$ cat src/rtl/flex_gearbox_if.sv
// Stream bus for flex_gearbox: input word side, output word side, slip request and status.
// slave = gearbox side, master = the agent driving/consuming the streams.
interface flex_gearbox_if #(
  parameter int unsigned INPUT_WIDTH  = 66,
  parameter int unsigned OUTPUT_WIDTH = 32
);
  localparam int unsigned BUF_WIDTH = INPUT_WIDTH + OUTPUT_WIDTH;
  localparam int unsigned LVL_W     = $clog2(BUF_WIDTH + 1);

  logic [INPUT_WIDTH-1:0]  i_data;
  logic                    i_valid;
  logic                    o_ready;
  logic [OUTPUT_WIDTH-1:0] o_data;
  logic                    o_valid;
  logic                    i_ready;
  logic                    i_slip;
  logic [LVL_W-1:0]        o_level;
  logic                    o_overflow;

  modport master (
    output i_data, i_valid, i_ready, i_slip,
    input  o_ready, o_data, o_valid, o_level, o_overflow
  );

  modport slave (
    input  i_data, i_valid, i_ready, i_slip,
    output o_ready, o_data, o_valid, o_level, o_overflow
  );
endinterface

$ cat src/rtl/flex_gearbox.sv
// Bit-exact INPUT_WIDTH -> OUTPUT_WIDTH gearbox built on an accumulating bit buffer.
// Optional single-bit RX slip is compiled in with `define FLEX_GEARBOX_SLIP_EN.
module flex_gearbox #(
  parameter int unsigned INPUT_WIDTH  = 66,
  parameter int unsigned OUTPUT_WIDTH = 32
) (
  input  logic            i_clk,
  input  logic            i_reset_n,
  input  logic            i_init_done,
  flex_gearbox_if.slave   bus
);
  localparam int unsigned BUF_WIDTH = INPUT_WIDTH + OUTPUT_WIDTH;
  localparam int unsigned LVL_W     = $clog2(BUF_WIDTH + 1);
  localparam int unsigned EXT_W     = LVL_W + 1;

  localparam logic [EXT_W-1:0] OUT_STEP = EXT_W'(OUTPUT_WIDTH);
  localparam logic [EXT_W-1:0] IN_STEP  = EXT_W'(INPUT_WIDTH);
  localparam logic [EXT_W-1:0] BUF_LIM  = EXT_W'(BUF_WIDTH);

  logic [BUF_WIDTH-1:0] sr_q, sr_d;
  logic [LVL_W-1:0]     lvl_q, lvl_d;
  logic                 ovf_q, ovf_d;

  logic                 slip_pend;
  logic                 slip_exec;

  logic [EXT_W-1:0]     lvl_ext;
  logic [EXT_W-1:0]     lvl_post;
  logic [EXT_W-1:0]     lvl_fill;
  logic [BUF_WIDTH-1:0] sr_shift;
  logic [BUF_WIDTH-1:0] sr_ins;
  logic                 valid_c;
  logic                 ready_c;
  logic                 out_xfer;
  logic                 in_xfer;

`ifdef FLEX_GEARBOX_SLIP_EN
  logic slip_pend_q, slip_pend_d;

  // A slip waits for at least one buffered bit; requests while pending are absorbed.
  assign slip_pend   = slip_pend_q;
  assign slip_exec   = slip_pend_q && (lvl_q != '0);
  assign slip_pend_d = slip_exec ? 1'b0 : (slip_pend_q | bus.i_slip);

  always_ff @(posedge i_clk or negedge i_reset_n) begin
    if (!i_reset_n) begin
      slip_pend_q <= 1'b0;
    end else if (!i_init_done) begin
      slip_pend_q <= 1'b0;
    end else begin
      slip_pend_q <= slip_pend_d;
    end
  end
`else
  logic unused_slip;

  assign slip_pend   = 1'b0;
  assign slip_exec   = 1'b0;
  assign unused_slip = bus.i_slip;
`endif

  // Drain/slip shift first, then append the accepted word at the post-shift level.
  always_comb begin
    lvl_ext  = EXT_W'(lvl_q);
    valid_c  = (lvl_ext >= OUT_STEP) && !slip_pend;
    out_xfer = valid_c && bus.i_ready;
    lvl_post = lvl_ext;
    sr_shift = sr_q;
    if (out_xfer) begin
      lvl_post = lvl_ext - OUT_STEP;
      sr_shift = sr_q >> OUTPUT_WIDTH;
    end else if (slip_exec) begin
      lvl_post = lvl_ext - EXT_W'(1);
      sr_shift = sr_q >> 1;
    end
    lvl_fill = lvl_post + IN_STEP;
    ready_c  = (lvl_fill <= BUF_LIM);
    in_xfer  = bus.i_valid && ready_c;
    // Bits above the level are always zero, so OR-ing the word in is an insert.
    sr_ins   = BUF_WIDTH'(bus.i_data) << lvl_post;
    sr_d     = in_xfer ? (sr_shift | sr_ins) : sr_shift;
    lvl_d    = in_xfer ? LVL_W'(lvl_fill) : LVL_W'(lvl_post);
    ovf_d    = ovf_q | (bus.i_valid && !ready_c);
  end

  always_ff @(posedge i_clk or negedge i_reset_n) begin
    if (!i_reset_n) begin
      sr_q  <= '0;
      lvl_q <= '0;
      ovf_q <= 1'b0;
    end else if (!i_init_done) begin
      sr_q  <= '0;
      lvl_q <= '0;
      ovf_q <= 1'b0;
    end else begin
      sr_q  <= sr_d;
      lvl_q <= lvl_d;
      ovf_q <= ovf_d;
    end
  end

  assign bus.o_data     = sr_q[OUTPUT_WIDTH-1:0];
  assign bus.o_valid    = valid_c;
  assign bus.o_ready    = ready_c;
  assign bus.o_level    = lvl_q;
  assign bus.o_overflow = ovf_q;
endmodule

$ cat src/flat_wrapper.sv
// flat-port wrapper written by rule: the top's interface ports become plain ports
module flex_gearbox_flat 
#(
  parameter int unsigned INPUT_WIDTH  = 66,
  parameter int unsigned OUTPUT_WIDTH = 32
)
  (i_clk, i_reset_n, i_init_done, bus_i_data, bus_i_valid, bus_i_ready, bus_i_slip, bus_o_ready, bus_o_data, bus_o_valid, bus_o_level, bus_o_overflow);
  flex_gearbox_if #(.INPUT_WIDTH(INPUT_WIDTH), .OUTPUT_WIDTH(OUTPUT_WIDTH)) bus_i ();
  input  logic i_clk;
  input  logic i_reset_n;
  input  logic i_init_done;
  input wire logic [$bits(bus_i.i_data)-1:0] bus_i_data;
  input wire logic [$bits(bus_i.i_valid)-1:0] bus_i_valid;
  input wire logic [$bits(bus_i.i_ready)-1:0] bus_i_ready;
  input wire logic [$bits(bus_i.i_slip)-1:0] bus_i_slip;
  output wire logic [$bits(bus_i.o_ready)-1:0] bus_o_ready;
  output wire logic [$bits(bus_i.o_data)-1:0] bus_o_data;
  output wire logic [$bits(bus_i.o_valid)-1:0] bus_o_valid;
  output wire logic [$bits(bus_i.o_level)-1:0] bus_o_level;
  output wire logic [$bits(bus_i.o_overflow)-1:0] bus_o_overflow;
  assign bus_i.i_data = bus_i_data;
  assign bus_i.i_valid = bus_i_valid;
  assign bus_i.i_ready = bus_i_ready;
  assign bus_i.i_slip = bus_i_slip;
  assign bus_o_ready = bus_i.o_ready;
  assign bus_o_data = bus_i.o_data;
  assign bus_o_valid = bus_i.o_valid;
  assign bus_o_level = bus_i.o_level;
  assign bus_o_overflow = bus_i.o_overflow;
  flex_gearbox #(.INPUT_WIDTH(INPUT_WIDTH), .OUTPUT_WIDTH(OUTPUT_WIDTH)) u_core (.i_clk(i_clk), .i_reset_n(i_reset_n), .i_init_done(i_init_done), .bus(bus_i));
endmodule
$ cat config.mk
export PLATFORM = sky130hd
export DESIGN_NAME = flex_gearbox_flat
export DESIGN_NICKNAME = d
export VERILOG_FILES = /design/src/rtl/flex_gearbox_if.sv /design/src/rtl/flex_gearbox.sv /design/src/flat_wrapper.sv
export SDC_FILE = /design/constraint.sdc
export NUM_CORES = 1
export LEC_CHECK = 0
export CAP_MARGIN = 40
export CORE_MARGIN = 4
export CORE_UTILIZATION = 50
export CTS_CLUSTER_SIZE = 12
export DETAILED_ROUTE_END_ITERATION = 10
export PLACE_DENSITY = 0.72
export SKIP_CTS_REPAIR_TIMING = 1
export SYNTH_ARGS = -nofsm -noshare
export SYNTH_HDL_FRONTEND = slang
export SYNTH_SLANG_ARGS = --single-unit
export TNS_END_PERCENT = 50
$ cat constraint.sdc
create_clock -name i_clk -period 2.7 [get_ports i_clk]
set_input_delay 0.27 -clock i_clk [delete_from_list [all_inputs] [get_ports i_clk]]
set_output_delay 0.27 -clock i_clk [all_outputs]
set_load 0.01 [all_outputs]
# Word-level counts from Yosys, hierarchy flattened
# Cells that the tools add are included.
[classes]
bitwise = 2
n_addsub = 2
n_shift = 1
n_div = 0
n_eq_ne = 0
n_reduce_logical = 4
mux = 7
n_mul = 0
magnitude_cmp = 2
[op_table]
columns = ["op", "count"]
rows = [
  ["$mux 98", 3],
  ["$or 98x98->98", 1],
  ["$shl 66x8->98", 1],
  ["$mux 7", 2],
  ["$add 8x7->8 const B", 1],
  ["$le 8x7->1 const B", 1],
  ["$mux 8", 1],
  ["$sub 7x6->8 const B", 1],
  ["$ge 7x6->1 const B", 1],
  ["$logic_and 1x1->1", 3],
  ["$logic_not 1->1", 1],
  ["$mux 1", 1],
  ["$or 1x1->1", 1],
]
[word_totals]
reg_bits = 106
mem_bits_rw = 0
mem_bits_ro = 0
n_memories = 0
input_bits = 72
latch_bits = 0

# Logic depth before layout (Yosys ltp)
# Gate-level depths: netlist (run 1).
[depth]
word_depth = 9
ltp_mapped = 11

# Least setup slack after synthesis (run 1)
# No wires, ideal clock.
[synth_timing]
path_kind = "reg-to-reg"
startpoint = "register u_core.lvl_q[5] (netlist: u_core.bus.o_level[5])"
endpoint = "register u_core.sr_q[58]"
required_time_ps = 2606
path_stages_with_launch = 12
path_buffers = 4
period_less_slack_ps = 2417
arrival_time_ps = 2323
slack_ps = 283
cell_sequence = "dfrtp_1 -> buf_2 -> inv_1 -> ha_1 -> nor2b_1 -> buf_4 -> xnor2_2 -> buf_2 -> clkbuf_1 -> nand3_1 -> o211a_1 -> a221oi_2"
[synth_via]
elab_chain_cells = 8
elab_cells_between_ends = 12
[synth_rtl]
columns = ["element", "line", "rtl"]
rows = [
  ["from (decl)", "flex_gearbox.sv:21", "logic [LVL_W-1:0] lvl_q, lvl_d;"],
  ["from (signal assigned)", "flex_gearbox.sv:97", "lvl_q <= lvl_d;"],
  ["$ge 7x6->1", "flex_gearbox.sv:65", "valid_c = (lvl_ext >= OUT_STEP) && !slip_pend;"],
  ["$logic_and 1x1->1", "flex_gearbox.sv:66", "out_xfer = valid_c && bus.i_ready;"],
  ["$mux 8", "flex_gearbox.sv:69", "if (out_xfer) begin"],
  ["$add 8x7->8", "flex_gearbox.sv:76", "lvl_fill = lvl_post + IN_STEP;"],
  ["$le 8x7->1", "flex_gearbox.sv:77", "ready_c = (lvl_fill <= BUF_LIM);"],
  ["$logic_and 1x1->1", "flex_gearbox.sv:78", "in_xfer = bus.i_valid && ready_c;"],
  ["$mux 98 *", "flex_gearbox.sv:81", "sr_d = in_xfer ? (sr_shift | sr_ins) : sr_shift;"],
  ["$mux 98 *", "flex_gearbox.sv:91", "end else if (!i_init_done) begin"],
  ["to (signal assigned)", "flex_gearbox.sv:96", "sr_q <= sr_d;"],
  ["to (decl)", "flex_gearbox.sv:20", "logic [BUF_WIDTH-1:0] sr_q, sr_d;"],
]
# Every way passes the cells marked *; elsewhere a longest branch is shown, timed or not.

# Worst setup path after layout (run 1)
[layout_timing]
startpoint = "register u_core.lvl_q[2] (netlist: u_core.bus.o_level[2])"
endpoint = "register u_core.sr_q[39]"
# The elaborated chain is that of the path after synthesis.

==> results.yml, run 1 <==
run_status:
  status: "completed"
timing:
  rsz0062_at_grt: "no"
  fin_ws_ns: 0.0801
  finalCriticalPeriod_ns: 2.62
  finalCritPeriodShare_pct: 97.0
  timing.hold.ws_ns: 0.486
  slew_viol_final: 0
  setup_viol: 0
  final.setup.tns_ns: 0
  slew_headroom_pct: 41.0
  fmax_mhz: 382
  skew_ns: 0.0106
  hold_viol_final: 0
  worst_pin_slew_ns: 0.881
power_and_ir_drop:
  power_density_nw_per_um2: 699
  total_power_mw: 8.92
  vdd_ir_drop_max_v: 0.000409
  p_leak_nw: 4.91
synthesis:
  synth_edf_count: 0
  synthDistinctLibCells: 77
  synth_top_family_by_area: "multiplexers"
  ys_ff_latch: 105
  synth_top_flop_cell: "dfrtp_1"
  yosys.area_share.simple_pct: 16.2
  synth_top_area_share_pct: 24.1
  async_flop_share_pct: 100
  syn-num-nets: 1250
  muxShareOfSynthArea_pct: 30.8
  synthTopCellsByArea: "dfrtp_1 24%, mux4_2 16%, mux2i_1 8.5%"
  synth_area_per_cell_um2: 9.26
  synth_compound_area_share_pct: 19.4
  synth_xor_area_share_pct: 0.299
  ys_seq_area_share_pct: 24.1
  yosysWarnings: 0
  synth_area_um2: 10900
  syn_inst: 1176
  synthAdderAreaFrac_pct: 0.230
  yosysTopAreaCell: "dfrtp_1"
clock_tree:
  root_buffer: "clkbuf_16"
  clock-sinks: 105
  htreeDepth: 3
  cts_tree: "yes"
  clkTransAtPathRegs_ns: 0.08
  clk_path_buf_depth: 2
  clkLatencyLatePin_ns: 0.35
  cts_buffers: 9
die:
  die_w_um: 156
  ios: 114
  die_area_um2: 24200
  die_y_um: 156
  initial_core_util_pct: 51.3
  rows: 53
  core_area_um2: 21200
global_routing:
  overflow: 0
  antenna_found_initial: 0
  grtUsageTotal_pct: 34.5
  grt_first_pass_wirelength_um: 64000
  grt_pass1_vias: 9976
  grt_max_degree: 65
layout:
  area_growth_pct: 17.1
  fillCellCount: 1886
  n_antenna_cell: 0
  layout-drive-gt1-share_pct: 22.7
  nets: 1330
  final_common_cell: "nand2_1"
  final_cell_mix: "165 x nand2_1, 109 x clkdlybuf4s50_1, 103 x nor2_1"
critical_path:
  crit_path_max_fanout: 36
  crit_buf_inv: 1
  worst_setup_path_end_kind: "flip-flop"
  worst-path-stages: 6
  crit_arrival_ns: 2.83
  max_stage_delay_ns: 0.57
  crit_chain: "buf_12 > mux4_2 > mux2i_1 > nor3_1 > o311ai_0 > a31oi_1"
  crit_type: "flip-flop to flip-flop"
  cp.required_ns: 2.91
  crit_slowest_cell: "mux4_2"
  path_delay_family: "multiplexers"
  r2r_cells: 6
  start_kind: "flip-flop"
worst_hold_path:
  hold_class: "input port to asynchronous set/reset pin"
place:
  dpl.hpwl_um: 31800
  gp_congestion: 1.02
  pre_cts_slack_ns: 0.0847
  port_buffers: 111
route:
  drtPass1Iterations: 6
  routed_wl_um: 42500
  ant_nets: 0
  wl_per_cell_um: 27.7
  viasPerCell: 7.01
  drc: 0
  num_vias: 10800
  drtIter0Drc: 1607
run:
  drv_cap: 0
-- worst register-to-register path, delay by kind of cell, from the launching register on --
family	cells	cell delay, ns
compound gates	2	0.74
simple gates	1	0.08
flops	1	0.47
mux	2	0.94
buf+inv	1	0.25
-- worst paths after layout --
path                                            start  slack (ns)               to
max in group asynchronous                   i_reset_n        1.44  u_core.sr_q[49]
worst max-delay path            u_core.bus.o_level[2]        0.08  u_core.sr_q[39]
min in group i_clk                    u_core.sr_q[78]        0.49  u_core.sr_q[78]
worst min-delay path                        i_reset_n        0.49  u_core.sr_q[47]
worst min register to register        u_core.sr_q[78]        0.49  u_core.sr_q[78]
worst max register to register  u_core.bus.o_level[2]        0.08  u_core.sr_q[39]
-- layer usage --
layer / share of wire [%] / wire (um) / track usage, % / vias up
met4: 3.0 / 1270 / 9.67 / 0
met5: 0 / 0 / 0 / -
met2: 43 / 18400 / 50.5 / 800
met1: 42 / 17700 / 52.2 / 5220
li1: - / - / - / 4654
met3: 12 / 5160 / 6.91 / 97
-- through the flow --
step | instance area (um2) | utilization (%) | instances
2_1_floorplan | 10900 | - | 1176
3_3_place_gp | 12400 | 58.4 | 1516
3_5_place_dp | 12400 | 58.4 | 1516
4_1_cts | 12700 | 59.8 | 1532
5_1_grt | 12700 | 60.1 | 1536
6_report | 12700 | 60.1 | 1536
-- layout make-up --
class                      count  area (um2)  area share (%)
sequential                   105        2640            20.7
clock buffer                  10         229            1.80
timing repair buffer         219        2080            16.3
tap                          275         344            2.70
multi-input combinational    909        7340            57.6
clock inverter                 6        65.1           0.510
inverter                      12        45.0           0.353
-- sequential cells by signal, summed over array words and instances, names as in the netlist --
| signal | cells |
|---|---|
| u_core.bus.o_level | 6 |
| u_core.bus.o_overflow | 1 |
| u_core.sr_q | 98 |
-- synthesized netlist by cell type (4+ instances only) --
cell,number
o221a_2,9
o22a_1,5
nand3_1,24
mux2i_1,92
o221ai_1,21
or4_1,6
or3_1,18
o21ai_0,42
mux4_2,75
clkbuf_1,47
a211oi_1,14
nand4_1,5
and2_1,12
a211o_1,4
nand2_1,165
o211a_1,4
and4_1,5
o21a_1,4
buf_4,45
o22ai_1,7
nor2b_1,7
buf_12,5
buf_2,43
a2bb2oi_1,4
nor3_1,18
inv_1,11
a21oi_1,37
o31ai_1,7
nor2_1,103
o211ai_1,11
nand2b_1,10
mux2_2,55
o32ai_1,6
dfrtp_1,105
o311a_1,5
a22oi_1,12
and3_1,4
a221oi_1,18
o41ai_1,4
o31a_1,4
a31oi_1,35
buf_6,4
-- power breakdown --
part	internal (mW)	switching, mW	total (mW)
Clock	0.726	0.650	1.38
Combinational	2.29	3.08	5.37
Sequential	1.94	0.229	2.17
Total	4.95	3.96	8.92
-- logic make-up (layout without fill, tap and decap cells) --
| kind of cell | after synthesis | after routing |
|---|---|---|
| buffers and inverters | 162 | 247 |
| muxes | 228 | 228 |
| xor gates and xnor gates | 2 | 2 |
| DFF | 105 | 105 |
| and+or+nand+nor | 390 | 390 |
| adders and majority gates | 2 | 2 |
| AOI/OAI and AO/OA | 286 | 286 |
| other | 1 | 1 |
(Power assumes the default switching activity.)
==> run 2, diff against run 1 <==
Settings changed: TNS_END_PERCENT 50 to not set.
==> results of run 2 <==
Final layout, timing and power as in run 1 (identical DEF).
==> run 3, diff against run 2 <==
Clock period 2.7 ns to 2.73 ns, I/O delays scaled along.
==> run 3 against run 2 <==
- the run now ends with hold timing left
- global-route usage is 0.39 points lower
- final cell count is 0.33% higher
- sequential power hardly changed
- critical path type unchanged
- largest power group unchanged
- highest routed layer unchanged
==> results.yml, run 3 (same netlist as run 1, synthesis figures left out) <==
run_status:
  status: "complete, but fails checks"
  violations: "hold timing"
critical_path:
  worst_setup_path_end_kind: "flip-flop"
  crit_start: "u_core.bus.o_level[2]"
  r2r-end: "u_core.sr_q[39]"
  reg2reg_from: "u_core.bus.o_level[2]"
  crit_type: "flip-flop to flip-flop"
  crit_arrival_ns: 2.89
  rrSetupSlack_ns: 0.07
  cp.required_ns: 2.96
  crit_path_max_fanout: 28
  r2r_cells: 7
  start_kind: "flip-flop"
layout:
  n_antenna_cell: 0
  largest_reg_flops: 98
  final_cell_mix: "165 x nand2_1, 110 x clkdlybuf4s50_1, 103 x nor2_1"
  final_core_util_pct: 60.4
  regMostFlops: "u_core.sr_q"
  final_common_cell: "nand2_1"
  nets: 1335
  final_cells: 1541
  area_growth_pct: 17.8
  layout-drive-gt1-share_pct: 23.3
route:
  drtIter0Drc: 1495
  drc: 0
  routed_wl_um: 41600
  viasPerCell: 7.02
  wl_per_cell_um: 27.0
  num_vias: 10800
  ant_nets: 0
  drtPass1Iterations: 5
timing:
  finalCritPeriodShare_pct: 97.4
  skew_ns: 0.00830
  setup_viol: 0
  final.setup.tns_ns: 0
  slew_viol_final: 0
  hold_viol_final: 13
  timing.hold.ws_ns: -0.0114
  finalCriticalPeriod_ns: 2.66
  fmax_mhz: 376
  worst_pin_slew_ns: 0.752
  slew_headroom_pct: 49.9
clock_tree:
  htreeDepth: 3
  clk_path_buf_depth: 2
  clkLatencyLatePin_ns: 0.35
  cts_buffers: 9
  clkTransAtPathRegs_ns: 0.07
  clock-sinks: 105
  root_buffer: "clkbuf_16"
  cts_tree: "yes"
die:
  die_area_um2: 24200
  die_y_um: 156
  die_w_um: 156
  ios: 114
  rows: 53
  core_area_um2: 21200
  initial_core_util_pct: 51.3
power_and_ir_drop:
  p_int_mw: 5.00
  seq_power_share_pct: 24.0
  switchingPower_mw: 3.93
  power_density_nw_per_um2: 697
  p_sw_share_pct: 44.0
  combPwrFrac_pct: 60.6
  p_clk_share_pct: 15.4
  vdd_ir_drop_max_v: 0.000409
  p_leak_nw: 4.94
place:
  dpl.hpwl_um: 31300
  placedCellCount: 1522
  gp_congestion: 1.01
  port_buffers: 111
global_routing:
  grt_max_degree: 73
  grtUsageTotal_pct: 34.1
  overflow: 0
  antenna_found_initial: 1
  grt_pass1_vias: 10100
  grt_first_pass_wirelength_um: 63600
run:
  drv_cap: 0
worst_hold_path:
  hold_class: "input port to asynchronous set/reset pin"
-- run 3: worst max-delay path by stage --
stage                            to  slack (ns)
detailed placement  u_core.sr_q[85]        0.05
floorplan           u_core.sr_q[58]        0.31
CTS                     bus_o_ready       -0.16
finish              u_core.sr_q[39]        0.07
global placement    u_core.sr_q[39]        0.06
global route        u_core.sr_q[39]      -0.009
-- run 3: layer usage --
metal  vias up  GRT usage [%]  wire, um
met2       794           49.4     17900
met1      5286           51.7     17300
met4         0           10.5      1310
met3        87           6.91      5100
met5         -              0         0
li1       4653              -         -
-- run 3: critical path, stage by stage, from the launching register on --
cell and delay (ns):
dfrtp_4 0.51, buf_12 0.24, mux4_2 0.58, mux2i_2 0.31
nor3_1 0.08, o311ai_0 0.53, buf_4 0.20, a31oi_1 0.08
-- run 3: power groups by stage --
stage / registers [mW] / clock network (mW) / logic, mW
global placement: 2.16 / 0 / 5.13
CTS: 2.14 / 1.38 / 5.21
floorplan: 2.09 / 0 / 3.32
detailed placement: 2.17 / 0 / 5.18
global route: 2.19 / 1.45 / 5.71
finish: 2.15 / 1.37 / 5.41
-- run 3: layout make-up --
| type | instances | area [um2] |
|---|---|---|
| inverters | 12 | 45.0 |
| flip-flops and latches | 105 | 2640 |
| clock inverters | 5 | 63.8 |
| repair buffers | 224 | 2130 |
| multi-input cells | 909 | 7350 |
| clock buffers | 11 | 243 |
| fillers | 1860 | 8400 |
| well taps | 275 | 344 |
-- run 3: stage by stage --
step | instance area, um2 | power [mW] | setup WS, ns
floorplan | 10900 | 5.41 | 0.313
finish | 12800 | 8.93 | 0.0720
global route | 12800 | 9.35 | -0.00929
global placement | 12500 | 7.29 | 0.0611
CTS | 12800 | 8.73 | -0.162
detailed placement | 12500 | 7.35 | 0.0509
